`src/rtl/req_rsp_fifo.sv`:
```
// Request-path FIFO ahead of the loopback: DEPTH-entry valid/ready buffer with an output transfer counter.
// Latency: a word pushed at edge k is visible on out_data just after edge k (1 cycle).
// Backpressure: in_ready drops when full and depends only on registered state; there is no pass-through when full.
module req_rsp_fifo #(
    parameter int DATA_WIDTH = 32,
    parameter int DEPTH      = 4,
    parameter int CNT_WIDTH  = 16
) (
    input  logic                    clock,
    input  logic                    reset,
    input  logic                    in_valid,
    output logic                    in_ready,
    input  logic [DATA_WIDTH-1:0]   in_data,
    output logic                    out_valid,
    input  logic                    out_ready,
    output logic [DATA_WIDTH-1:0]   out_data,
    output logic [$clog2(DEPTH):0]  level,
    output logic [CNT_WIDTH-1:0]    xfer_count
);
    localparam int AW = $clog2(DEPTH);
    localparam int PW = AW + 1;
    localparam logic [PW-1:0] FULL_LVL = PW'(DEPTH);

    logic [PW-1:0]         wr_ptr_q, wr_ptr_d;
    logic [PW-1:0]         rd_ptr_q, rd_ptr_d;
    logic [CNT_WIDTH-1:0]  xfer_count_q, xfer_count_d;
    logic                  live_q, live_d;
    logic [DATA_WIDTH-1:0] mem_q [DEPTH];
    logic [DATA_WIDTH-1:0] mem_d [DEPTH];
    logic                  push;
    logic                  pop;

    // Pointer difference wraps naturally; the extra MSB separates full from empty.
    assign level      = wr_ptr_q - rd_ptr_q;
    // live_q keeps in_ready low while reset is held and for no longer than the first edge after release.
    assign in_ready   = live_q && (level != FULL_LVL);
    assign out_valid  = (level != '0);
    assign out_data   = mem_q[rd_ptr_q[AW-1:0]];
    assign xfer_count = xfer_count_q;
    assign push       = in_valid && in_ready;
    assign pop        = out_valid && out_ready;

    always_comb begin
        wr_ptr_d     = wr_ptr_q;
        rd_ptr_d     = rd_ptr_q;
        xfer_count_d = xfer_count_q;
        live_d       = 1'b1;
        if (push) begin
            wr_ptr_d = wr_ptr_q + PW'(1);
        end
        if (pop) begin
            rd_ptr_d     = rd_ptr_q + PW'(1);
            xfer_count_d = xfer_count_q + CNT_WIDTH'(1);
        end
    end

    always_comb begin
        mem_d = mem_q;
        if (push) begin
            mem_d[wr_ptr_q[AW-1:0]] = in_data;
        end
    end

    always_ff @(posedge clock or negedge reset) begin
        if (!reset) begin
            wr_ptr_q     <= '0;
            rd_ptr_q     <= '0;
            xfer_count_q <= '0;
            live_q       <= 1'b0;
        end else begin
            wr_ptr_q     <= wr_ptr_d;
            rd_ptr_q     <= rd_ptr_d;
            xfer_count_q <= xfer_count_d;
            live_q       <= live_d;
        end
    end

    // Storage is deliberately left out of reset; stale entries are unreachable once the pointers clear.
    always_ff @(posedge clock) begin
        mem_q <= mem_d;
    end
endmodule

```
`config.mk`:
```
export PLATFORM = sky130hd
export DESIGN_NAME = req_rsp_fifo
export DESIGN_NICKNAME = d
export VERILOG_FILES = /design/src/rtl/req_rsp_fifo.sv
export SDC_FILE = /design/constraint.sdc
export NUM_CORES = 1
export LEC_CHECK = 0
export BUFFER_PORTS_ARGS = -buffer_cell sky130_fd_sc_hd__buf_2
export CAP_MARGIN = 20
export CORE_MARGIN = 2
export CORE_UTILIZATION = 60
export DETAILED_ROUTE_END_ITERATION = 10
export GPL_ROUTABILITY_DRIVEN = 1
export GPL_TIMING_DRIVEN = 0
export PLACE_DENSITY = 0.95
export SLEW_MARGIN = 30
export SYNTH_ARGS = -nofsm -noshare
export SYNTH_HDL_FRONTEND = slang
export SYNTH_SLANG_ARGS = --single-unit
```
`constraint.sdc`:
```
create_clock -name clock -period 4.97 [get_ports clock]
set_input_delay 0.2485 -clock clock [delete_from_list [all_inputs] [get_ports clock]]
set_output_delay 0.2485 -clock clock [all_outputs]
set_load 0.01 [all_outputs]
```
==> results.yml, run 1 <==
outcome:
  outcome: "complete, no violations"
placed_design:
  dp_hpwl_mm: 6.912
  place_congestion: 0.8319
  place.port_buffers: 88
floorplan:
  die_x_um: 102.2
  start_util: 0.6236
  placementRows: 35
  io_pins: 89
  core_um2: 9284
  die-area_um2: 10450
  die_h_um: 102.2
worst_hold_path:
  hold_path.class: "input pin to flip-flop"
pwr:
  power.density_nw_per_um2: 577.5
  p_leak_uw: 0.002744
  ir_worst_vdd_mv: 0.3281
  power_uw: 4240
sta:
  slew_violations: 0
  rsz0062_at_grt: "no"
  period_share: 0.5999
  worst_pin_slew_ns: 0.6332
  slew_headroom: 0.5779
  finalSetupViolCount: 0
  final_hold_viol_count: 0
  period_needed_ns: 2.981
  finClkSkew_ns: 0.008844
  max_freq_ghz: 0.3354
  hold_slack_ns: 0.09878
  final.setup.tns_ns: 0
worst_setup_path:
  path_cells: "inv_1, ha_1, fa_1, nand2_1, nor2_1, nor2_1, and2_2, buf_12"
  startpoint_type: "flip-flop"
  end_kind: "flip-flop"
  cpPeakStageDelay_ns: 0.49
  crit_buf_inv: 2
  crit_path_frequent_cell: "nor2_1"
  crit_type: "flip-flop to flip-flop"
  cp_slowest_cell: "fa_1"
  cp_top_family: "simple AND/OR/NAND/NOR gates"
  crit_path_max_fanout: 22
  critical_path_required_ns: 5.19
  worstPathArrival_ns: 3.21
synthesis:
  synth-main-ff-cell: "edfxtp_1"
  synth_top_cells_by_area: "edfxtp_1 (66%), mux4_2 (12%), dfrtp_1 (9.9%)"
  seq_area_frac_synth: 0.7633
  postSynthAreaPerCell_um2: 21.05
  synthTopCellsByCount: "edfxtp_1 (128), mux4_2 (32), dfrtp_1 (23)"
  yosysWarningCount: 0
  synth_cell_type_count: 28
  syn_nets: 319
  synth_top_cell_by_area: "edfxtp_1"
  netlist.area_leader.share: 0.6639
  synth_edf_count: 128
  syn_area_um2: 5789
  postSynthCellCount: 275
  synth-seq-cells: 151
  synth.most_common_cell: "edfxtp_1"
  ys_async_sr_fraction: 0.1523
cts:
  ctsHoldBuffers: 33
  htreeDepth: 4
  clk_transition_reported_paths_ns: 0.07
  cts_buffers: 17
  cts_resized: 0
  cts.path.max_buffers: 2
  root_buffer: "clkbuf_8"
  cts_tree: "built"
  insertion_delay_ns: 0.53
  clock-sinks: 151
  post_cts_buffers: 0
global_route:
  grt_max_degree: 24
  antenna_found_initial: 0
  grt_pass1_vias: 3280
  gr-total-overflow: 0
  grt_usage: 0.2467
  grt_pass1_wl_mm: 17.86
routing:
  wl_per_cell_um: 21.17
  viasPerCell: 5.604
  dr_total_vias: 3144
  first_pass_iters: 4
  dr.first_iter.drc_count: 187
  ant_nets: 0
  routed_wl_mm: 11.88
  drc_errors: 0
run:
  maxCapViolCount: 0
finish:
  drive_gt1_frac: 0.3912
  antenna_cells: 0
  final_nets: 463
  areaGrowthSynthToFinish_pct: 26.82
==> report_power, final <==
| group | leakage (uW) | internal, uW | switching [uW] |
|---|---|---|---|
| Clock | 0.000243 | 625 | 523 |
| Sequential | 0.00145 | 1590 | 100 |
| Combinational | 0.00105 | 628 | 774 |
| Total | 0.00274 | 2840 | 1400 |
==> state kept, by name, summed over array words and instances, names as in the netlist <==
register and count:
live_q 1, mem_q 128, rd_ptr_q 3, wr_ptr_q 3, xfer_count 16
==> routing by layer <==
metal,vias to the layer above,GRT usage,share of wire
met5,-,0,0
met4,0,0.1190,0.035
met3,38,0.06293,0.058
met2,135,0.4099,0.52
met1,1577,0.3078,0.38
li1,1394,-,-
==> cells by family after synthesis <==
| kind of cell | count (synthesis) | share of synthesized area |
|---|---|---|
| other cells | 1 | 0.0006477 |
| flops | 151 | 0.7633 |
| mux | 35 | 0.1303 |
| simple gates | 39 | 0.03458 |
| fa+ha+maj | 8 | 0.01859 |
| xor+xnor | 20 | 0.03285 |
| compound gates | 4 | 0.007998 |
| buf+inv | 17 | 0.01167 |
==> metrics by stage <==
step	worst slack, ns	util	instance area (um^2)	std cells
6_report	1.989	0.7908	7342	561
5_1_grt	1.794	0.7908	7342	561
4_1_cts	1.984	0.7908	7342	561
3_5_place_dp	2.083	0.6976	6476	496
3_3_place_gp	1.443	0.6884	6391	492
2_1_floorplan	2.093	-	5789	275
==> worst paths after layout <==
check,start,cells after the start,slack (ns),endpoint
min,in_valid,3,0.1,wr_ptr_q[2]
min reg2reg,xfer_count[15],1,0.48,xfer_count[15]
max reg2reg,wr_ptr_q[0],8,1.99,mem_q[110]
max,wr_ptr_q[0],8,1.99,mem_q[110]
min in group asynchronous,reset,2,0.24,xfer_count[11]
max in group asynchronous,reset,2,4.37,rd_ptr_q[2]
==> final cells by class <==
type | count | area (um^2)
plain buffers | 8 | 33.78
clock buffers | 18 | 417.9
clock inverters | 14 | 117.6
fillers | 497 | 1942
inverters | 9 | 33.78
multi-input cells | 107 | 1308
flip-flops and latches | 151 | 4419
well taps | 129 | 161.4
repair buffers | 125 | 850.8
==> placed cells by master, fill, tap and decap left out, drive strengths merged <==
cell type and instances:
and2 4, ha 7, nor4 4, mux4 32
a21o 1, a211oi 1, and4 1, nor2b 1
clkinvlp 6, xnor3 1, and3 2, a311oi 1
xnor2 10, edfxtp 128, buf 95, fa 1
clkinv 2, nor2 5, xor2 9, conb 1
dlygate4sd3 33, o21ai 1, inv 15, mux2 3
nand3 4, dfrtp 23, nand2 9, clkbuf 23
nor3 5, nand4 4
==> worst reg2reg max path: cells and delay by family (launching register included) <==
kind / cells / cell delay [ns]
buf+inv: 2 / 0.41
simple gates: 4 / 1.14
fa+ha+maj: 2 / 0.73
flops: 1 / 0.40
(Power assumes the default switching activity.)
==> run 2, diff against run 1 <==
Settings changed: CORE_UTILIZATION 60 to 51, PLACE_DENSITY 0.95 to 0.87.
Clock period 4.97 ns to 2.57 ns, I/O delays scaled along.
==> results.yml, run 2 (same netlist as run 1, synthesis figures left out) <==
finish:
  top_register: "mem_q"
  final_nets: 475
  antenna_cells: 0
  layout_common_cells: "edfxtp_1 (128), buf_2 (91), dlygate4sd3_1 (33)"
  largest_register_ffs: 128
  utilization: 0.6839
  areaGrowthSynthToFinish_pct: 29.18
  post-route-cell-area_um2: 7478
  drive_gt1_frac: 0.4122
  mostFrequentLayoutCell: "edfxtp_1"
placed_design:
  dp_hpwl_mm: 6.122
  place_congestion: 0.7926
  place.port_buffers: 88
  dpl_cell_area_um2: 6410
sta:
  rsz0062_at_grt: "yes"
  period_needed_ns: 2.424
  final.setup.tns_ns: 0
  hold_slack_ns: 0.08478
  period_share: 0.9431
  finalSetupViolCount: 0
  slew_violations: 0
  max_freq_ghz: 0.4126
  final_hold_viol_count: 0
  slew_headroom: 0.5556
  finClkSkew_ns: 0.008159
  worst_pin_slew_ns: 0.6666
floorplan:
  core_um2: 10940
  die-area_um2: 12220
  die_h_um: 110.5
  placementRows: 38
  io_pins: 89
  start_util: 0.5294
  die_x_um: 110.5
routing:
  dr.first_iter.drc_count: 158
  ant_nets: 0
  first_pass_iters: 4
  viasPerCell: 5.404
  drc_errors: 0
  wl_per_cell_um: 19.43
  routed_wl_mm: 11.35
  dr_total_vias: 3156
cts:
  clock-sinks: 151
  root_buffer: "clkbuf_16"
  clk_transition_reported_paths_ns: 0.06
  cts_buffers: 17
  cts_tree: "built"
  htreeDepth: 4
  insertion_delay_ns: 0.42
  cts.path.max_buffers: 2
global_route:
  met2_usage: 0.3031
  grt_pass1_vias: 3210
  antenna_found_initial: 0
  grt_util_met3: 0.05763
  grt_most_used_layer: "met2"
  grt_max_degree: 24
  grt_usage: 0.1861
  gr-total-overflow: 0
  grt_use_met1: 0.2420
  grt_pass1_wl_mm: 16.91
worst_setup_path:
  crit_type: "flip-flop to flip-flop"
  crit_path_max_fanout: 16
  end_kind: "flip-flop"
  critical_path_required_ns: 2.66
  startpoint_type: "flip-flop"
  worstPathArrival_ns: 2.52
worst_hold_path:
  hold_path.class: "input pin to flip-flop"
pwr:
  power.density_nw_per_um2: 1112
  p_leak_uw: 0.002808
  ir_worst_vdd_mv: 0.6959
  power_uw: 8315
run:
  maxCapViolCount: 0
outcome:
  outcome: "complete, no violations"
==> run 2: cell types whose count changed in the layout (fill, tap and decap cells not counted), sizes merged <==
cell	previous run	this run
and2	4	13
inv	15	10
buf	95	98
clkinv	2	5
clkbuf	23	25
bufinv	0	1
clkinvlp	6	5
==> run 2: critical path, cell delays in order (launching register included) <==
cell and delay (ns):
dfrtp_1 0.37, inv_1 0.11, ha_1 0.22, fa_1 0.52, nand2_2 0.20, nor2_2 0.09, nor2_4 0.11, buf_12 0.15
and2_4 0.33
==> run 2: cell type report <==
class | count | area, um^2
buffer | 8 | 33.78
clock buffer | 20 | 436.7
clock inverter | 12 | 105.1
fill | 739 | 3457
inverter | 9 | 33.78
multi-input combinational | 116 | 1401
sequential | 151 | 4419
tap | 140 | 175.2
timing repair buffer | 128 | 873.3
==> run 2: metal layers <==
metal  wire length (um)  up-vias
met4                 78        0
met1               4896     1625
li1                   -     1427
met5                  0        -
met3                472        8
met2               5900       96
==> run 2: per-stage QoR <==
stage,instances,setup slack (ns)
after CTS,572,0.005356
after detailed placement,503,-0.5154
after floorplan,275,0.02002
final,584,0.1463
after global routing,584,-0.01167
after global placement,503,-0.4314
==> run 2: worst paths after layout <==
kind	slack [ns]	cells after the start	start	end
min reg2reg	0.47	1	xfer_count[15]	xfer_count[15]
max	0.15	8	wr_ptr_q[0]	mem_q[118]
max in group asynchronous	1.97	2	reset	xfer_count[3]
max reg2reg	0.15	8	wr_ptr_q[0]	mem_q[118]
min	0.08	3	in_valid	wr_ptr_q[2]
min in group asynchronous	0.23	2	reset	xfer_count[7]
==> run 2: report_power, final <==
group          internal, uW  switching, uW  total (uW)
combinational          1290           1530        2820
clock                  1330            926        2250
sequential             3070            169        3240
==> run 2: repair_timing <==
action	4_1_cts	5_1_grt
pin swaps	5	9
setup buffers	0	7
endpoints found under the hold margin	151	0
cloned	4	5
hold buffers	33	0
gates resized for setup	10	4
setup endpoints to repair	128	136
==> run 3, diff against run 2 <==
Settings changed: CELL_PAD_IN_SITES_DETAIL_PLACEMENT set to 0, CELL_PAD_IN_SITES_GLOBAL_PLACEMENT set to 1, CORE_UTILIZATION 51 to 44.
==> results.yml, run 3 (same netlist as run 1, synthesis figures left out) <==
floorplan:
  io_pins: 89
  start_util: 0.4551
  core_um2: 12720
  placementRows: 41
  die_h_um: 118.7
  die-area_um2: 14090
  die_x_um: 118.7
finish:
  instances_no_fill: 616
  layout_common_cells: "edfxtp_1 (128), buf_2 (88), dlygate4sd3_1 (33)"
  areaGrowthSynthToFinish_pct: 31.08
  largest_register_ffs: 128
  mostFrequentLayoutCell: "edfxtp_1"
  utilization: 0.5965
  antenna_cells: 0
  top_register: "mem_q"
  post-route-cell-area_um2: 7589
  final_nets: 477
  drive_gt1_frac: 0.4167
run:
  maxCapViolCount: 0
global_route:
  grt_usage: 0.1734
  grt_pass1_vias: 3257
  grt_pass1_wl_mm: 18.03
  antenna_found_initial: 0
  gr-total-overflow: 0
  grt_max_degree: 24
placed_design:
  place_congestion: 0.8007
  dp_hpwl_mm: 6.252
  place.port_buffers: 88
  dpl_cell_area_um2: 6450
  dp_cells: 535
pwr:
  pwr-share-seq: 0.387
  switching_share: 0.3165
  internal_power_uw: 5748
  power_frac_comb: 0.347
  power.density_nw_per_um2: 1108
  p_leak_uw: 0.002841
  switching_power_uw: 2661
  clkPwrFrac: 0.266
  ir_worst_vdd_mv: 0.6341
worst_hold_path:
  hold_path.class: "input pin to flip-flop"
sta:
  max_freq_ghz: 0.4123
  finClkSkew_ns: 0.007538
  worst_pin_slew_ns: 0.6452
  final_hold_viol_count: 0
  period_needed_ns: 2.425
  finalSetupViolCount: 0
  rsz0062_at_grt: "no"
  slew_headroom: 0.5699
  final.setup.tns_ns: 0
  period_share: 0.9437
  slew_violations: 0
cts:
  clock-sinks: 151
  htreeDepth: 4
  cts_buffers: 17
  insertion_delay_ns: 0.42
  clk_transition_reported_paths_ns: 0.05
  root_buffer: "clkbuf_16"
  cts.path.max_buffers: 2
  cts_tree: "built"
worst_setup_path:
  worst_r2r_startpoint: "wr_ptr_q[0]"
  crit_path_max_fanout: 4
  critical_path_required_ns: 2.44
  startpoint_type: "flip-flop"
  crit_buf_inv: 4
  timing.critical_path.from: "wr_ptr_q[0]"
  cpPeakStageDelay_ns: 0.38
  r2r_end: "mem_q[112]"
  path_cells: "inv_1, ha_1, fa_2, xnor3_2, inv_2, nor2_2, inv_1, buf_2"
  cp_top_family: "adder cells"
  crit_type: "flip-flop to output pin"
  worstPathArrival_ns: 2.30
  endpoint: "out_valid"
  end_kind: "output pin"
  cp_slowest_cell: "dfrtp_1"
  worstRegToRegCells: 8
  crit_path_frequent_cell: "inv_1"
  r2r_slack_ns: 0.20
  cp_num_cells: 8
routing:
  wl_per_cell_um: 19.01
  dr_total_vias: 3138
  wl_met1_mm: 4.926
  dr.first_iter.drc_count: 235
  first_pass_iters: 4
  topRoutingLayerUsed: "met4"
  routed_wl_mm: 11.71
  viasPerCell: 5.094
  drc_errors: 0
  ant_nets: 0
  routed-wl-met3_um: 609
  wl_met2_mm: 5.944
outcome:
  outcome: "complete, no violations"
run 3: cell types whose count changed in the layout (fill, tap and decap cells not counted), sizes merged:
| cell | previous run | this run |
|---|---|---|
| clkinvlp | 5 | 2 |
| clkbuf | 25 | 27 |
| and2 | 13 | 12 |
| clkinv | 5 | 6 |
| inv | 10 | 11 |
run 3: worst reg2reg max path, cell delays in order (launching register included):
cell     delay, ns
dfrtp_1       0.38
inv_1         0.11
ha_1          0.23
fa_2          0.58
nand2_2       0.13
nor2_2        0.18
nor2_4        0.07
buf_12        0.15
and2_2        0.29
run 3: layout make-up:
type | instances | area, um^2
Tap cell | 172 | 215.2
Clock inverter | 11 | 103.9
Fill cell | 971 | 5134
Sequential cell | 151 | 4419
Inverter | 9 | 33.78
Multi-Input combinational cell | 115 | 1396
Clock buffer | 19 | 432.9
Buffer | 8 | 41.29
Timing Repair Buffer | 131 | 945.9
run 3: power groups by stage:
stage	Combinational (uW)	Clock (uW)	Sequential, uW
2_1_floorplan	1680	0	3280
3_3_place_gp	2550	0	3280
3_5_place_dp	2580	0	3310
4_1_cts	2840	2290	3250
5_1_grt	3160	2380	3290
6_report	2920	2240	3250
run 3: per-stage QoR:
stage	total power (uW)	hold WS, ns	setup slack (ns)
floorplan	4965	-0.1671	0.02002
global placement	5825	0.1243	-0.4537
detailed placement	5886	0.1325	-0.5397
CTS	8375	0.06691	0.01506
global route	8825	0.09504	0.03958
finish	8410	0.08055	0.1448
run 3: repair_timing:
| action | in CTS | in global routing |
|---|---|---|
| setup endpoints to repair | 128 | 141 |
| hold buffers | 33 | 0 |
| cloned | 4 | 4 |
| endpoints found under the hold margin | 151 | 0 |
| resized for setup | 10 | 8 |
| setup buffers | 9 | 1 |
| pin swaps | 5 | 5 |
run 3: worst min path at each step:
stage | startpoint | to | slack (ns) | cells after the start
floorplan | reset | live_q | -0.17 | 0
finish | in_valid | wr_ptr_q[2] | 0.08 | 3
global route | in_valid | wr_ptr_q[2] | 0.1 | 3
detailed placement | reset | xfer_count[9] | 0.13 | 1
CTS | in_valid | wr_ptr_q[2] | 0.07 | 3
global placement | reset | xfer_count[9] | 0.12 | 1
run 3: per-layer routing:
metal,global-route usage,up-vias
met3,0.04440,18
met1,0.2282,1599
li1,-,1430
met4,0.07440,0
met5,0,-
met2,0.2751,91
